### config.mk
export PLATFORM = sky130hd
export DESIGN_NAME = fft_bfly_pipe
export DESIGN_NICKNAME = d
export VERILOG_FILES = /design/src/rtl/fft_bfly_pipe.sv
export SDC_FILE = /design/constraint.sdc
export NUM_CORES = 2
export LEC_CHECK = 0
export CORE_MARGIN = 4
export CORE_UTILIZATION = 35
export DETAILED_ROUTE_END_ITERATION = 10
export MAX_ROUTING_LAYER = met4
export SYNTH_ARGS = -nofsm -noshare
export SYNTH_HDL_FRONTEND = slang
export SYNTH_SLANG_ARGS = --single-unit
### constraint.sdc
create_clock -name clk -period 21.4 [get_ports clk]
set_input_delay 4.28 -clock clk [delete_from_list [all_inputs] [get_ports clk]]
set_output_delay 4.28 -clock clk [all_outputs]
set_load 0.01 [all_outputs]
### src/rtl/fft_bfly_pipe.sv
// fft_bfly_pipe: pipelined radix-2 butterfly, sum = A+B, dif = (A-B)*W, optional /2 scaling, saturation + ovf flag.
// Latency: 3 cycles from accepted input to out_valid; 1 sample per clock while out_ready is high.
// Backpressure: rigid 3-stage pipeline, every stage holds while out_valid & !out_ready; in_ready = !out_valid | out_ready.
// Build option: define FFT_BFLY_ROUND_EN for round-half-up on every right shift (default build truncates).
module fft_bfly_pipe #(
  parameter int DW = 16,
  parameter int TW = 16
) (
  input  logic          clk,
  input  logic          rstn,
  input  logic          in_valid,
  output logic          in_ready,
  input  logic          in_scale,
  input  logic [DW-1:0] a_re,
  input  logic [DW-1:0] a_im,
  input  logic [DW-1:0] b_re,
  input  logic [DW-1:0] b_im,
  input  logic [TW-1:0] w_re,
  input  logic [TW-1:0] w_im,
  output logic          out_valid,
  input  logic          out_ready,
  output logic [DW-1:0] sum_re,
  output logic [DW-1:0] sum_im,
  output logic [DW-1:0] dif_re,
  output logic [DW-1:0] dif_im,
  output logic          out_ovf
);
  // PW holds the full-precision complex product; MW holds one real partial product.
  localparam int PW = DW + TW + 2;
  localparam int MW = DW + TW + 1;

  logic                 en;
  // stage 1: exact add/sub, twiddle and scale
  logic                 v1_q, sc1_q;
  logic signed [DW:0]   sr1_q, si1_q, dr1_q, di1_q;
  logic signed [DW:0]   sr1_d, si1_d, dr1_d, di1_d;
  logic signed [TW-1:0] wr1_q, wi1_q;
  // stage 2: sum passthrough, complex product
  logic                 v2_q, sc2_q;
  logic signed [DW:0]   sr2_q, si2_q;
  logic signed [PW-1:0] pr2_q, pi2_q, pr2_d, pi2_d;
  logic signed [MW-1:0] m_rr, m_ii, m_ri, m_ir;
  // stage 3: shifted, scaled, saturated outputs
  logic                 v3_q, ovf_q, ovf_d;
  logic [DW-1:0]        sum_re_q, sum_im_q, dif_re_q, dif_im_q;
  logic [DW-1:0]        sum_re_d, sum_im_d, dif_re_d, dif_im_d;
  logic [DW:0]          o_sr, o_si, o_dr, o_di;

  // Arithmetic right shift by n; with rounding enabled, half an LSB is added first.
  function automatic logic signed [PW-1:0] shr_rnd(input logic signed [PW-1:0] x, input int n);
    logic signed [PW-1:0] y;
    y = x;
`ifdef FFT_BFLY_ROUND_EN
    y = y + (PW'(1) <<< (n - 1));
`endif
    return y >>> n;
  endfunction

  // Optional /2 then saturate to DW bits; returns {overflow, value}.
  function automatic logic [DW:0] post(input logic signed [PW-1:0] x, input logic scale);
    logic signed [PW-1:0] y;
    logic                 ovf;
    y   = scale ? shr_rnd(x, 1) : x;
    ovf = !((&y[PW-1:DW-1]) || !(|y[PW-1:DW-1]));
    if (ovf) return {1'b1, y[PW-1], {(DW-1){!y[PW-1]}}};
    return {1'b0, y[DW-1:0]};
  endfunction

  // One global advance: the whole pipeline moves unless the output is held.
  assign en        = !v3_q || out_ready;
  assign in_ready  = en;
  assign out_valid = v3_q;
  assign sum_re    = sum_re_q;
  assign sum_im    = sum_im_q;
  assign dif_re    = dif_re_q;
  assign dif_im    = dif_im_q;
  assign out_ovf   = ovf_q;

  // Stage 1 datapath: sign-extended exact sum and difference.
  always_comb begin
    sr1_d = {a_re[DW-1], a_re} + {b_re[DW-1], b_re};
    si1_d = {a_im[DW-1], a_im} + {b_im[DW-1], b_im};
    dr1_d = {a_re[DW-1], a_re} - {b_re[DW-1], b_re};
    di1_d = {a_im[DW-1], a_im} - {b_im[DW-1], b_im};
  end

  // Stage 1 register: capture a new sample only when one is offered and accepted.
  always_ff @(posedge clk or negedge rstn) begin
    if (!rstn) begin
      v1_q  <= 1'b0;
      sc1_q <= 1'b0;
      sr1_q <= '0;
      si1_q <= '0;
      dr1_q <= '0;
      di1_q <= '0;
      wr1_q <= '0;
      wi1_q <= '0;
    end else if (en) begin
      v1_q <= in_valid;
      if (in_valid) begin
        sc1_q <= in_scale;
        sr1_q <= sr1_d;
        si1_q <= si1_d;
        dr1_q <= dr1_d;
        di1_q <= di1_d;
        wr1_q <= w_re;
        wi1_q <= w_im;
      end
    end
  end

  // Stage 2 datapath: four signed multipliers, full-precision complex product.
  always_comb begin
    m_rr  = MW'(dr1_q) * MW'(wr1_q);
    m_ii  = MW'(di1_q) * MW'(wi1_q);
    m_ri  = MW'(dr1_q) * MW'(wi1_q);
    m_ir  = MW'(di1_q) * MW'(wr1_q);
    pr2_d = PW'(m_rr) - PW'(m_ii);
    pi2_d = PW'(m_ri) + PW'(m_ir);
  end

  // Stage 2 register: bubbles are overwritten like real samples.
  always_ff @(posedge clk or negedge rstn) begin
    if (!rstn) begin
      v2_q  <= 1'b0;
      sc2_q <= 1'b0;
      sr2_q <= '0;
      si2_q <= '0;
      pr2_q <= '0;
      pi2_q <= '0;
    end else if (en) begin
      v2_q  <= v1_q;
      sc2_q <= sc1_q;
      sr2_q <= sr1_q;
      si2_q <= si1_q;
      pr2_q <= pr2_d;
      pi2_q <= pi2_d;
    end
  end

  // Stage 3 datapath: drop the Q1.(TW-1) fraction, optional /2, saturate, merge overflow.
  always_comb begin
    o_sr     = post(PW'(sr2_q), sc2_q);
    o_si     = post(PW'(si2_q), sc2_q);
    o_dr     = post(shr_rnd(pr2_q, TW - 1), sc2_q);
    o_di     = post(shr_rnd(pi2_q, TW - 1), sc2_q);
    sum_re_d = o_sr[DW-1:0];
    sum_im_d = o_si[DW-1:0];
    dif_re_d = o_dr[DW-1:0];
    dif_im_d = o_di[DW-1:0];
    ovf_d    = o_sr[DW] | o_si[DW] | o_dr[DW] | o_di[DW];
  end

  // Stage 3 register: drives the outputs directly, so they stay stable during a stall.
  always_ff @(posedge clk or negedge rstn) begin
    if (!rstn) begin
      v3_q     <= 1'b0;
      ovf_q    <= 1'b0;
      sum_re_q <= '0;
      sum_im_q <= '0;
      dif_re_q <= '0;
      dif_im_q <= '0;
    end else if (en) begin
      v3_q     <= v2_q;
      ovf_q    <= ovf_d;
      sum_re_q <= sum_re_d;
      sum_im_q <= sum_im_d;
      dif_re_q <= dif_re_d;
      dif_im_q <= dif_im_d;
    end
  end

endmodule

==> flow_summary.yaml <==
timing:
  max_freq_mhz: 93.21
  fin_worst_skew_ns: 0.03286
  fin_crit_sh: 0.5013
  setup_viol: 0
  whs_ns: 0.4607
  report.final.slew_viol_count: 0
  worst_pin_slew_ns: 1.066
  finalHoldViolations: 0
  fin_setup_tns_ns: 0
  rsz0062_at_grt: "no"
  finalCriticalPeriod_ns: 10.73
  slew_headroom: 0.2891
routing:
  totalWireLength_mm: 143.8
  drt_iter0_drc: 2190
  first_pass_iters: 5
  vias_per_cell: 4.781
  post_drt_wl_per_cell_um: 18.25
  via_count: 37650
  route.antenna.remaining_nets: 0
  route.detailed.drc: 0
synthesis:
  netlist.area_leader.share: 0.4580
  syn_nets: 7538
  synth_area_per_cell_um2: 9.275
  synth_most_common_cell: "inv_1"
  synth_cell_types: 68
  syn_area_mm2: 0.05403
  synth_edf_count: 0
  synth_cells: 5825
  synth_area_leaders: "fa_1 (46%), dfrtp_1 (11%), inv_1 (9.8%), ha_1 (8.7%), nand2_1 (6.2%)"
  synthFlopType: "dfrtp_1"
  yosys_warnings: 0
  ys_seq_elements: 240
  synthArstFlopShare: 1.000
  synthTopCellsByCount: "inv_1 (1416), fa_1 (1236), nand2_1 (887)"
  seq_area_frac_synth: 0.1112
  yosysTopAreaCell: "fa_1"
clocking:
  cts_tree: "built"
  clock_path_buffers: 3
  clkTransAtPathRegs_ns: 0.05
  hold_buffers: 0
  cts_root_buffer: "clkbuf_16"
  htree_levels: 2
  cts.sinks: 240
  cts_resized: 0
  postCtsSetupBuffers: 0
  insertion_delay_ns: 0.60
  numCtsBuffers: 35
finish:
  final_nets: 7533
  regArea_mm2: 0.006017
  drive_gt1_frac: 0.03388
  multi_input_area_mm2: 0.04164
  fillers: 15240
  syn2layout_area_growth_pct: 9.109
setup_path:
  critical_path_peak_fanout: 63
  crit_type: "in -> out"
  r2r_slack_ns: 12.58
  endpoint_kind: "output port"
  crit_start: "out_ready"
  regToRegEndpoint: "pr2_q[31]"
  endpoint: "in_ready"
  reg2reg_depth: 24
  required_ns: 17.12
  cp.arrival_ns: 6.45
  crit_path_start_kind: "primary input"
  reg2reg_from: "wi1_q[0]"
run_status:
  status: "finished, final reports clean"
floorplan:
  ioPinCount: 168
  start_util: 0.3540
  dieArea_mm2: 0.1607
  rows: 143
  die_w_um: 400.9
  core_mm2: 0.1526
  die_h_um: 400.9
place:
  post-dp-hpwl_mm: 108.8
  gp_congestion: 0.8751
  port_buffers: 167
worst_hold_path:
  hp-class: "reg -> reg"
grt:
  overflow: 0
  grt_pass1_wl_mm: 238.0
  grt_max_degree: 86
  grt_pass1_vias: 41990
  grtUsageTotal: 0.1930
  grt_antenna_before_repair: 1
job:
  maxCapViolCount: 0
## worst max-delay path, cell delays in order
cell and delay [ns]:
clkdlybuf4s50_1 0.51, nor2b_4 0.04, buf_4 0.26, inv_4 0.55, clkdlybuf4s50_1 0.68
## layer usage
layer | GRT usage | routed length [um]
met2 | 0.3077 | 67820
met3 | 0.03037 | 8630
met4 | 0.05479 | 4838
met5 | - | 0
met1 | 0.2563 | 62470
## layout make-up
type                            count  area share
Antenna cell                        1  0.00004245
Clock buffer                       46     0.01675
Clock inverter                     16    0.003035
Inverter                         1417     0.09027
Multi-Input combinational cell   3882      0.7065
Sequential cell                   240      0.1021
Tap cell                         2030     0.04309
Timing Repair Buffer              244     0.03825
## how the worst min path moves through the flow
stage / from / to / slack, ns / cells after the start
after floorplan: v2_q / v2_q / 0.43 / 2
after global placement: v2_q / v2_q / 0.44 / 2
after detailed placement: v2_q / v2_q / 0.45 / 2
after CTS: v2_q / v2_q / 0.47 / 2
after global routing: v2_q / v2_q / 0.48 / 2
final: v2_q / v2_q / 0.46 / 2
## layout by cell type, fill, tap and decap left out, types with 18 or more instances in the layout
| cell | n |
|---|---|
| inv_1 | 1415 |
| fa_1 | 1236 |
| nand2_1 | 886 |
| and2_1 | 494 |
| ha_1 | 376 |
| dfrtp_1 | 233 |
| clkdlybuf4s50_1 | 166 |
| nor2_1 | 146 |
| a21oi_1 | 104 |
| o21ai_0 | 90 |
| xnor2_1 | 89 |
| buf_4 | 77 |
| nor3_1 | 48 |
| nand2b_1 | 42 |
| a21o_1 | 39 |
| mux2i_1 | 38 |
| a211oi_1 | 36 |
| clkbuf_16 | 35 |
| mux2_2 | 34 |
| nand3_1 | 28 |
| a31oi_1 | 19 |
| xor2_1 | 18 |
## flip-flops by register name, summed over array words and instances, names as in the netlist, 17 cells and up
register  cells
pi2_q        19
si1_q        17
pr2_q        19
si2_q        17
sr2_q        17
dr1_q        17
## through the flow
step,instances,cell area [um2],setup WS [ns],utilization
after detailed placement,7813,57780,10.69,0.3786
after floorplan,5825,54030,12.09,-
after global placement,7813,57780,10.66,0.3786
final,7876,58950,10.67,0.3862
after CTS,7875,58940,10.68,0.3862
after global routing,7876,58950,10.59,0.3862
## cell families (layout without fill, tap and decap cells)
logic type / count (synthesis) / in the layout / share of synthesized area
buffers and inverters: 1703 / 1723 / 0.1183
DFF: 240 / 240 / 0.1112
muxes: 72 / 72 / 0.01413
and+or+nand+nor: 1709 / 1709 / 0.1488
adders and majority gates: 1612 / 1612 / 0.5451
xor gates and xnor gates: 107 / 107 / 0.01735
other: 0 / 1 / 0
AOI/OAI and AO/OA: 382 / 382 / 0.04521
Power is not shown: default switching activity piles up to over one toggle a cycle in this logic, so the estimate is an artifact.
